`config.mk`:
```
export PLATFORM = sky130hd
export DESIGN_NAME = mem_stage
export DESIGN_NICKNAME = d
export VERILOG_FILES = /design/src/rtl/mem_stage.sv
export SDC_FILE = /design/constraint.sdc
export NUM_CORES = 1
export LEC_CHECK = 0
export CAP_MARGIN = 20
export CORE_ASPECT_RATIO = 1.25
export CORE_MARGIN = 2
export CORE_UTILIZATION = 30
export CTS_BUF_LIST = sky130_fd_sc_hd__clkbuf_8
export DETAILED_ROUTE_END_ITERATION = 8
export PLACE_DENSITY = 0.63
export SYNTH_ARGS = -nofsm -noshare
export SYNTH_HDL_FRONTEND = slang
export SYNTH_SLANG_ARGS = --single-unit
```
`constraint.sdc`:
```
create_clock -name CLK -period 4.26 [get_ports CLK]
set_input_delay 0.852 -clock CLK [delete_from_list [all_inputs] [get_ports CLK]]
set_output_delay 0.852 -clock CLK [all_outputs]
set_load 0.01 [all_outputs]
```
`src/rtl/mem_stage.sv`:
```
// mem_stage: MIPS memory stage with a req/ack data port, big-endian sub-word alignment,
// pipeline freeze while an access is outstanding, and an access timeout.
module mem_stage #(
  parameter int TIMEOUT = 255
) (
  input  logic        CLK,
  input  logic        RESET,
  input  logic [31:0] aluResult1_EX,
  input  logic [31:0] readDataB1_EX,
  input  logic [31:0] Instr1_EX,
  input  logic [4:0]  writeRegister1_EX,
  input  logic        do_writeback1_EX,
  input  logic        MemRead1_EX,
  input  logic        MemWrite1_EX,
  input  logic        MemtoReg1_EX,
  output logic        dmem_req,
  output logic        dmem_we,
  output logic [31:0] dmem_addr,
  output logic [3:0]  dmem_be,
  output logic [31:0] dmem_wdata,
  input  logic [31:0] dmem_rdata,
  input  logic        dmem_ack,
  output logic        FREEZE,
  output logic [31:0] Data1_MEM,
  output logic [4:0]  writeRegister1_MEM,
  output logic        do_writeback1_MEM,
  output logic [31:0] Data1_PR,
  output logic [4:0]  writeRegister1_PR,
  output logic        do_writeback1_PR,
  output logic        mem_err
);
  typedef enum logic [1:0] {S_IDLE, S_WAIT, S_DONE} state_t;
  localparam logic [7:0] TLIM = 8'(TIMEOUT - 1);
  state_t      state_q, state_d;
  logic [7:0]  cnt_q, cnt_d;
  logic        req_q, req_d, we_q, we_d, tout_q, tout_d, err_q, err_d, wb_q, wb_d;
  logic [31:0] addr_q, addr_d, wdata_q, wdata_d, ld_q, ld_d, data_q, data_d;
  logic [3:0]  be_q, be_d;
  logic [4:0]  wr_q, wr_d;
  logic [5:0]  op;
  logic [1:0]  a;
  logic        is_byte, is_half, is_signed, is_load, mem_op, misal;
  logic [7:0]  lane_b;
  logic [15:0] lane_h;
  logic [31:0] ld_align;
  logic        unused;
  assign unused    = ^Instr1_EX[25:0];
  assign op        = Instr1_EX[31:26];
  assign a         = aluResult1_EX[1:0];
  assign is_byte   = op inside {6'h20, 6'h24, 6'h28};
  assign is_half   = op inside {6'h21, 6'h25, 6'h29};
  assign is_signed = op inside {6'h20, 6'h21};
  assign is_load   = MemRead1_EX & ~MemWrite1_EX;
  assign mem_op    = MemRead1_EX | MemWrite1_EX;
  assign misal     = is_half ? a[0] : (!is_byte && a != 2'b00);
  // big-endian: lane 0 is the most significant byte
  assign lane_b    = 8'(dmem_rdata >> {~a, 3'b000});
  assign lane_h    = a[1] ? dmem_rdata[15:0] : dmem_rdata[31:16];
  assign ld_align  = is_byte ? {{24{is_signed & lane_b[7]}}, lane_b} :
                     is_half ? {{16{is_signed & lane_h[15]}}, lane_h} : dmem_rdata;
  assign FREEZE             = (state_q == S_WAIT) || (state_q == S_IDLE && mem_op && !misal);
  assign Data1_MEM          = aluResult1_EX;
  assign writeRegister1_MEM = writeRegister1_EX;
  assign do_writeback1_MEM  = do_writeback1_EX & ~MemRead1_EX;
  assign dmem_req   = req_q;
  assign dmem_we    = we_q;
  assign dmem_addr  = addr_q;
  assign dmem_be    = be_q;
  assign dmem_wdata = wdata_q;
  assign Data1_PR          = data_q;
  assign writeRegister1_PR = wr_q;
  assign do_writeback1_PR  = wb_q;
  assign mem_err           = err_q;
  always_comb begin
    state_d = state_q;
    cnt_d   = '0;
    req_d   = req_q;
    we_d    = we_q;
    addr_d  = addr_q;
    be_d    = be_q;
    wdata_d = wdata_q;
    ld_d    = ld_q;
    tout_d  = tout_q;
    err_d   = 1'b0;
    data_d  = data_q;
    wr_d    = wr_q;
    wb_d    = wb_q;
    case (state_q)
      S_IDLE: begin
        data_d = aluResult1_EX;
        wr_d   = writeRegister1_EX;
        wb_d   = do_writeback1_EX & ~mem_op;
        err_d  = mem_op & misal;
        if (mem_op && !misal) begin
          state_d = S_WAIT;
          req_d   = 1'b1;
          we_d    = MemWrite1_EX;
          addr_d  = {aluResult1_EX[31:2], 2'b00};
          be_d    = is_byte ? 4'b1000 >> a : is_half ? (a[1] ? 4'b0011 : 4'b1100) : 4'b1111;
          wdata_d = is_byte ? {4{readDataB1_EX[7:0]}} :
                    is_half ? {2{readDataB1_EX[15:0]}} : readDataB1_EX;
          tout_d  = 1'b0;
        end
      end
      S_WAIT: begin
        cnt_d = cnt_q + 8'd1;
        // ack takes priority over a coincident timeout
        if (dmem_ack) begin
          state_d = S_DONE;
          req_d   = 1'b0;
          we_d    = 1'b0;
          ld_d    = ld_align;
        end else if (cnt_q == TLIM) begin
          state_d = S_DONE;
          req_d   = 1'b0;
          we_d    = 1'b0;
          tout_d  = 1'b1;
          err_d   = 1'b1;
        end
      end
      default: begin
        state_d = S_IDLE;
        data_d  = (is_load && MemtoReg1_EX && !tout_q) ? ld_q : aluResult1_EX;
        wr_d    = writeRegister1_EX;
        wb_d    = do_writeback1_EX & ~MemWrite1_EX & ~tout_q;
        tout_d  = 1'b0;
      end
    endcase
  end
  always_ff @(posedge CLK or negedge RESET) begin
    if (!RESET) begin
      state_q <= S_IDLE;
      cnt_q   <= '0;
      req_q   <= 1'b0;
      we_q    <= 1'b0;
      addr_q  <= '0;
      be_q    <= '0;
      wdata_q <= '0;
      ld_q    <= '0;
      tout_q  <= 1'b0;
      err_q   <= 1'b0;
      data_q  <= '0;
      wr_q    <= '0;
      wb_q    <= 1'b0;
    end else begin
      state_q <= state_d;
      cnt_q   <= cnt_d;
      req_q   <= req_d;
      we_q    <= we_d;
      addr_q  <= addr_d;
      be_q    <= be_d;
      wdata_q <= wdata_d;
      ld_q    <= ld_d;
      tout_q  <= tout_d;
      err_q   <= err_d;
      data_q  <= data_d;
      wr_q    <= wr_d;
      wb_q    <= wb_d;
    end
  end
endmodule

```
==> flow_metrics.env, run 1 <==
export IMPL_area_growth_pct=39.72
export IMPL_worstPathMaxFanout=5
export IMPL_clkTransAtPathRegs_ps=90
export IMPL_critPathKind="input pin to primary output"
export IMPL_clock_fmax_mhz=266.0
export IMPL_reg2reg_from="state_q[1]"
export IMPL_final_cells=1240
export IMPL_grtUsageTotal_pct=17.26
export IMPL_drive_gt1_share_pct=15.28
export IMPL_setup_viol_count_final=0
export IMPL_dp_slack_ps=476.8
export IMPL_wl_mm=22.96
export IMPL_antenna_found_initial=2
export IMPL_hold_slack_ps=448.4
export IMPL_cts_tree="built"
export IMPL_finalPower_mw=4.810
export IMPL_leakagePower_nw=4.622
export IMPL_wl_per_cell_um=18.51
export IMPL_timing_rr_end="dmem_wdata[13]"
export IMPL_cts_root_buffer="clkbuf_8"
export IMPL_min_period_over_period_pct=88.25
export IMPL_hold_viol=0
export IMPL_hold_path_class="input pin to async pin"
export IMPL_clk_path_buf_depth=2
export IMPL_maxCapViolations=0
export IMPL_finClkSkew_ps=14.64
export IMPL_synth_edf_count=0
export IMPL_die_h_um=181.7
export IMPL_grt_pass1_vias=6044
export IMPL_tightest_slew_ps=944.9
export IMPL_dp_hpwl_mm=16.15
export IMPL_cts_max_level=4
export IMPL_post_cts_setup_buffers=0
export IMPL_reg2reg_slack_ps=1590
export IMPL_status="finished clean"
export IMPL_dp_cells=1207
export IMPL_ys_ff_latch=150
export IMPL_die_w_um=146.2
export IMPL_startpoint_type="input pin"
export IMPL_post_route_util_pct=42.29
export IMPL_grt_setup_unrepaired="false"
export IMPL_dr_first_iter_drc_count=416
export IMPL_cts_resized=0
export IMPL_num_vias=5994
export IMPL_synth_ff_type="dfrtp_1"
export IMPL_post_dp_cell_area_um2=10200
export IMPL_async_reset_ff_share_pct=100.0
export IMPL_worstSkewPairLatency_ps=440
export IMPL_routabilityCongestion=0.7941
export IMPL_path_cells="clkdlybuf4s50_1, nor2_1, or3_1, a211o_4, nand2_1, clkdlybuf4s50_1"
export IMPL_power_density_nw_per_um2=454.1
export IMPL_post_route_min_period_ps=3760
export IMPL_relSlewSlack_pct=36.98
export IMPL_critPathCaptureType="primary output"
export IMPL_syn_area_um2=7582
export IMPL_worstRegToRegCells=5
export IMPL_nets=1033
export IMPL_yosysUniqueCellTypes=49
export IMPL_grt_pass1_wl_mm=35.66
export IMPL_pin_count=288
export IMPL_syn_area_per_cell_um2=11.02
export IMPL_ant_nets=0
export IMPL_start_util_pct=30.27
export IMPL_cts_hold_buf=0
export IMPL_report_final_slew_viol_count=0
export IMPL_core_area_um2=25050
export IMPL_slowest_delay_ps=570
export IMPL_yosysWarnings=0
export IMPL_synth_seq_area_share_pct=49.50
export IMPL_first_pass_iters=5
export IMPL_postSynthCellCount=688
export IMPL_final_common_cell="clkdlybuf4s50_1"
export IMPL_drc=0
export IMPL_viasPerCell=4.834
export IMPL_layout_common_cells="clkdlybuf4s50_1, dfrtp_1, nand2_1"
export IMPL_clock_sinks=150
export IMPL_gr_total_overflow=0
export IMPL_critPathRequiredTime_ps=3410
export IMPL_irDropWorstVdd_mv=0.2403
export IMPL_path_common_cell="clkdlybuf4s50_1"
export IMPL_grt_max_degree=82
export IMPL_port_buffers=259
export IMPL_die_area_um2=26570
export IMPL_stdcell_area_um2=10590
export IMPL_tns_ps=0
export IMPL_critPathSlowestCell="clkdlybuf4s50_1"
export IMPL_fin_ws_ps=500.5
export IMPL_critPathArrivalTime_ps=2910
export IMPL_num_rows=65
export IMPL_cts_buffers=17
-- how the worst max path moves through the flow --
stage	startpoint	endpoint	slack, ps	cells after the start
2_1_floorplan	Instr1_EX[27]	FREEZE	1360	7
3_5_place_dp	Instr1_EX[30]	FREEZE	480	6
5_1_grt	Instr1_EX[30]	FREEZE	410	6
4_1_cts	Instr1_EX[30]	FREEZE	470	6
3_3_place_gp	Instr1_EX[30]	FREEZE	480	6
6_report	MemRead1_EX	FREEZE	500	6
-- worst max-delay path: cells and delay by family --
family / cells / cell delay [ps]
simple gates: 3 / 620
compound gates: 1 / 320
buf+inv: 2 / 1120
-- sequential cells by signal, summed over array words and instances, names as in the netlist, 2 cells and up --
signal             flops
Data1_PR              32
writeRegister1_PR      5
dmem_addr             30
ld_q                  32
dmem_be                4
cnt_q                  8
dmem_wdata            32
state_q                2
-- final cells by class --
cell class	count	area, um^2
multi-input cells	446	3317
inverters	5	18.77
fillers	2458	14460
flip-flops and latches	150	3754
diodes	2	5.005
well taps	335	419.2
clock buffers	21	289.0
clock inverters	10	95.09
repair buffers	271	2696
-- synth_stat cells (15+ instances only) --
master,n,area share (%)
nand2_1,95,4.7
o21ai_0,63,4.2
clkbuf_1,27,1.3
nand3_1,42,2.8
dfrtp_1,150,50
mux2_2,42,6.2
mux2i_1,41,5.4
mux2_4,36,7.1
buf_2,15,0.99
nor2_1,28,1.4
buf_4,39,3.9
-- layer usage --
layer / GRT usage [%] / vias to the layer above / share of wire (%)
met2: 28.60 / 225 / 49
met4: 4.893 / 0 / 1.4
li1: - / 2796 / -
met1: 22.22 / 2955 / 43
met3: 4.724 / 18 / 6.9
met5: 0 / - / 0
-- kinds of logic after synthesis --
family                     share of synthesized area, %
AOI/OAI and AO/OA                                 9.225
xor gates and xnor gates                         0.6931
adders and majority gates                        0.3300
buffers and inverters                             7.277
DFF                                               49.50
muxes                                             21.16
other                                           0.04946
and+or+nand+nor                                   11.77
-- where the power goes --
group / internal, mW / switching, mW
clock: 0.526 / 0.575
combinational: 0.980 / 0.657
sequential: 1.83 / 0.245
Power figures use the tool's default switching activity.
==> run 2, diff against run 1 <==
- clock period: 4.26 -> 4.45 ns (I/O delays scaled with it)
==> run 2 against run 1 <==
Against the previous run:
- power down 3.6%
- count of clock-buffer cells in the layout down 4
- critical path type unchanged
- via count up 0.40%
- clock skew down 0.71 ps
- final cell count unchanged
- largest power group unchanged
- register-to-register slack better by 180 ps
- non-clock buffer count up 1
- worst setup slack better by 94 ps
- die area unchanged
- flip-flop and latch count unchanged
- global-route usage up 0.31 points
==> flow_metrics.env, run 2 (same netlist as run 1, synthesis figures left out) <==
export IMPL_status="finished clean"
export IMPL_startpoint_type="input pin"
export IMPL_die_w_um=146.2
export IMPL_routed_top_layer="met5"
export IMPL_critPathCaptureType="primary output"
export IMPL_slowest_delay_ps=570
export IMPL_cts_max_level=4
export IMPL_worstSkewPairLatency_ps=450
export IMPL_path_cells="clkdlybuf4s50_1, nor2_1, or3_1, a211o_4, nand2_1, clkdlybuf4s50_1"
export IMPL_dp_slack_ps=591.0
export IMPL_clkTransAtPathRegs_ps=80
export IMPL_num_rows=65
export IMPL_holdPathEnd="writeRegister1_PR[2]"
export IMPL_ant_nets=0
export IMPL_met3_length_mm=1.480
export IMPL_worstRegToRegCells=5
export IMPL_holdCritStartpoint="writeRegister1_PR[2]"
export IMPL_gr_total_overflow=0
export IMPL_pin_count=288
export IMPL_path_common_cell="clkdlybuf4s50_1"
export IMPL_maxCapViolations=0
export IMPL_clock_sinks=150
export IMPL_post_cts_setup_buffers=0
export IMPL_min_period_over_period_pct=86.65
export IMPL_drc=0
export IMPL_setup_viol_count_final=0
export IMPL_relSlewSlack_pct=35.52
export IMPL_antenna_found_initial=2
export IMPL_clk_path_buf_depth=2
export IMPL_crit_family="buffers and inverters"
export IMPL_tightest_slew_ps=967.2
export IMPL_wl_met1_mm=9.864
export IMPL_cts_buffers=17
export IMPL_fin_ws_ps=594.3
export IMPL_dp_hpwl_mm=16.26
export IMPL_dr_wl_met2_mm=11.36
export IMPL_port_buffers=259
export IMPL_layout_common_cells="clkdlybuf4s50_1, dfrtp_1, nand2_1"
export IMPL_start_util_pct=30.27
export IMPL_irDropWorstVdd_mv=0.1765
export IMPL_die_area_um2=26570
export IMPL_hold_path_class="flip-flop to flip-flop"
export IMPL_crit_buf_inv=2
export IMPL_timing_rr_end="dmem_wdata[6]"
export IMPL_wl_per_cell_um=18.55
export IMPL_nets=1034
export IMPL_critPathKind="input pin to primary output"
export IMPL_die_h_um=181.7
export IMPL_reg2reg_slack_ps=1770
export IMPL_num_vias=6018
export IMPL_cts_tree="built"
export IMPL_tns_ps=0
export IMPL_final_common_cell="clkdlybuf4s50_1"
export IMPL_hold_viol=0
export IMPL_critPathSlowestCell="clkdlybuf4s50_1"
export IMPL_hold_path_depth=2
export IMPL_worstPathMaxFanout=5
export IMPL_dr_first_iter_drc_count=362
export IMPL_viasPerCell=4.853
export IMPL_grt_max_degree=102
export IMPL_critPathRequiredTime_ps=3560
export IMPL_power_density_nw_per_um2=437.5
export IMPL_grt_setup_unrepaired="false"
export IMPL_leakagePower_nw=4.622
export IMPL_finalPower_mw=4.638
export IMPL_clock_fmax_mhz=259.4
export IMPL_grtUsageTotal_pct=17.58
export IMPL_antenna_cells=0
export IMPL_drive_gt1_share_pct=15.58
export IMPL_cts_hold_buf=0
export IMPL_critPathArrivalTime_ps=2970
export IMPL_area_growth_pct=39.80
export IMPL_first_pass_iters=5
export IMPL_reg2reg_from="state_q[1]"
export IMPL_routabilityCongestion=0.7782
export IMPL_grt_pass1_vias=6096
export IMPL_wl_mm=23.00
export IMPL_finClkSkew_ps=13.92
export IMPL_report_final_slew_viol_count=0
export IMPL_core_area_um2=25050
export IMPL_cts_root_buffer="clkbuf_8"
export IMPL_cts_resized=0
export IMPL_post_route_min_period_ps=3856
export IMPL_grt_pass1_wl_mm=36.31
run 2: cell count changes in the layout (fill, tap and decap cells not counted), moves of 2 or more:
cell / delta
clkbuf_8: -4
buf_4: +2
diode_2: -2
inv_6: +2
run 2: metrics by stage:
step | utilization (%) | hold slack (ps) | cells | cell area [um^2]
2_1_floorplan | - | 449.2 | 689 | 7586
3_3_place_gp | 40.72 | 451.3 | 1208 | 10200
3_5_place_dp | 40.72 | 454.3 | 1208 | 10200
4_1_cts | 42.32 | 475.0 | 1240 | 10600
5_1_grt | 42.32 | 496.4 | 1240 | 10600
6_report | 42.32 | 467.8 | 1240 | 10600
run 2: layout make-up:
class,instances,area (um^2)
clock buffers,17,234.0
clock inverters,15,166.4
fillers,2471,14450
inverters,5,18.77
multi-input cells,446,3317
flip-flops and latches,150,3754
well taps,335,419.2
repair buffers,272,2691
run 2: how the worst max path moves through the flow:
stage                     slack (ps)           from  cells past startpoint      to
after floorplan                 1470  Instr1_EX[27]                      7  FREEZE
after global placement           600    MemRead1_EX                      6  FREEZE
after detailed placement         590  Instr1_EX[30]                      6  FREEZE
after CTS                        590  Instr1_EX[30]                      6  FREEZE
after global routing             520  Instr1_EX[30]                      6  FREEZE
final                            590    MemRead1_EX                      6  FREEZE
run 2: worst reg2reg max path: cells and delay by family, from the launching register on:
| kind | cells | cell delay (ps) |
|---|---|---|
| flip-flops | 1 | 580 |
| AO/OA/AOI/OAI | 1 | 160 |
| multiplexers | 1 | 480 |
| AND/OR/NAND/NOR | 1 | 300 |
| buffers and inverters | 2 | 1050 |
run 2: layer usage:
| layer | up-vias | track usage (%) |
|---|---|---|
| li1 | 2812 | - |
| met1 | 2968 | 22.67 |
| met2 | 210 | 29.32 |
| met3 | 24 | 5.176 |
| met4 | 4 | 3.883 |
| met5 | - | 0 |
run 2: where the power goes:
group | switching (mW) | internal, mW | leakage, nW
Clock | 0.574 | 0.511 | 0.200
Sequential | 0.234 | 1.75 | 1.80
Combinational | 0.632 | 0.937 | 2.62
Total | 1.44 | 3.20 | 4.62
==> run 3, diff against run 2 <==
- CTS_BUF_LIST: sky130_fd_sc_hd__clkbuf_8 -> sky130_fd_sc_hd__clkbuf_2
==> run 3 against run 2 <==
Against the previous run:
- core utilization decreased by 0.57 points
- sequential power about the same
- sequential share of layout area increased by 0.49 points
- largest cell class unchanged
- highest routed layer unchanged
==> flow_metrics.env, run 3 (same netlist as run 1, synthesis figures left out) <==
export IMPL_grt_pass1_vias=6095
export IMPL_critPathRequiredTime_ps=3560
export IMPL_cts_buffers=17
export IMPL_nets=1034
export IMPL_tns_ps=0
export IMPL_cts_root_buffer="clkbuf_2"
export IMPL_critPathKind="input pin to primary output"
export IMPL_cts_hold_buf=0
export IMPL_core_area_um2=25050
export IMPL_maxCapViolations=0
export IMPL_grt_max_degree=102
export IMPL_hold_path_class="input pin to async pin"
export IMPL_stdcell_area_um2=10460
export IMPL_irDropWorstVdd_mv=0.1765
export IMPL_relSlewSlack_pct=35.98
export IMPL_min_period_over_period_pct=86.60
export IMPL_post_cts_setup_buffers=0
export IMPL_drc=0
export IMPL_hold_viol=0
export IMPL_num_vias=5996
export IMPL_tightest_slew_ps=960.3
export IMPL_cts_tree="built"
export IMPL_antenna_found_initial=3
export IMPL_viasPerCell=4.828
export IMPL_report_final_slew_viol_count=0
export IMPL_first_pass_iters=4
export IMPL_routabilityCongestion=0.7782
export IMPL_start_util_pct=30.27
export IMPL_grt_pass1_wl_mm=36.20
export IMPL_area_growth_pct=37.90
export IMPL_critPathArrivalTime_ps=2960
export IMPL_die_area_um2=26570
export IMPL_post_route_util_pct=41.74
export IMPL_wl_mm=22.87
export IMPL_final_common_cell="clkdlybuf4s50_1"
export IMPL_critPathCaptureType="primary output"
export IMPL_grtUsageTotal_pct=17.52
export IMPL_clkTransAtPathRegs_ps=260
export IMPL_die_w_um=146.2
export IMPL_finClkSkew_ps=39.08
export IMPL_clk_path_buf_depth=2
export IMPL_setup_viol_count_final=0
export IMPL_worstPathMaxFanout=5
export IMPL_pin_count=288
export IMPL_die_h_um=181.7
export IMPL_dp_hpwl_mm=16.26
export IMPL_grt_setup_unrepaired="false"
export IMPL_layout_common_cells="clkdlybuf4s50_1, dfrtp_1, nand2_1"
export IMPL_finalPower_mw=4.373
export IMPL_leakagePower_nw=4.570
export IMPL_startpoint_type="input pin"
export IMPL_cts_max_level=4
export IMPL_clock_fmax_mhz=259.5
export IMPL_port_buffers=259
export IMPL_drive_gt1_share_pct=15.58
export IMPL_worstSkewPairLatency_ps=730
export IMPL_post_route_min_period_ps=3854
export IMPL_power_density_nw_per_um2=418.2
export IMPL_ant_nets=0
export IMPL_status="finished clean"
export IMPL_gr_total_overflow=0
export IMPL_cts_resized=0
export IMPL_clock_sinks=150
export IMPL_num_rows=65
export IMPL_post_dp_cell_area_um2=10200
export IMPL_dr_first_iter_drc_count=399
export IMPL_wl_per_cell_um=18.41
[run 3: area by class of cell]
cell class / instances / area (um^2)
fillers: 2487 / 14590
clock inverters: 15 / 166.4
flip-flops and latches: 150 / 3754
well taps: 335 / 419.2
clock buffers: 17 / 85.08
multi-input cells: 446 / 3317
repair buffers: 272 / 2691
diodes: 2 / 5.005
inverters: 5 / 18.77
[run 3: per-stage QoR]
| step | setup WS, ps | cells | hold WS, ps |
|---|---|---|---|
| 2_1_floorplan | 1473 | 689 | 449.2 |
| 3_3_place_gp | 598.2 | 1208 | 451.3 |
| 3_5_place_dp | 591.0 | 1208 | 454.3 |
| 4_1_cts | 587.9 | 1240 | 220.0 |
| 5_1_grt | 521.5 | 1242 | 223.5 |
| 6_report | 596.3 | 1242 | 257.8 |
[run 3: critical path, stage by stage]
cell,delay [ps]
clkdlybuf4s50_1,570
nor2_1,130
or3_1,420
a211o_4,330
nand2_1,70
clkdlybuf4s50_1,550
[run 3: worst paths after layout]
check | startpoint | slack [ps] | endpoint | cells after the start
worst min-delay path | RESET | 260 | dmem_addr[21] | 1
worst max register to register | state_q[1] | 1750 | dmem_wdata[13] | 5
worst min register to register | writeRegister1_PR[2] | 500 | writeRegister1_PR[2] | 2
worst max-delay path | MemRead1_EX | 600 | FREEZE | 6
min in group CLK | writeRegister1_PR[2] | 500 | writeRegister1_PR[2] | 2
max in group asynchronous | RESET | 3170 | dmem_wdata[13] | 2
[run 3: routing by layer]
| layer | vias up | part of all wire (%) | global-route usage, % |
|---|---|---|---|
| li1 | 2815 | - | - |
| met1 | 2934 | 42 | 22.59 |
| met2 | 215 | 49 | 29.26 |
| met3 | 28 | 7.0 | 5.075 |
| met4 | 4 | 1.3 | 3.922 |
| met5 | - | 0.13 | 0 |
[run 3: power breakdown]
| group | leakage [nW] | internal (mW) | switching, mW |
|---|---|---|---|
| sequential | 1.80 | 1.75 | 0.235 |
| clock | 0.148 | 0.271 | 0.554 |
| combinational | 2.62 | 0.937 | 0.630 |
| total | 4.57 | 2.95 | 1.42 |
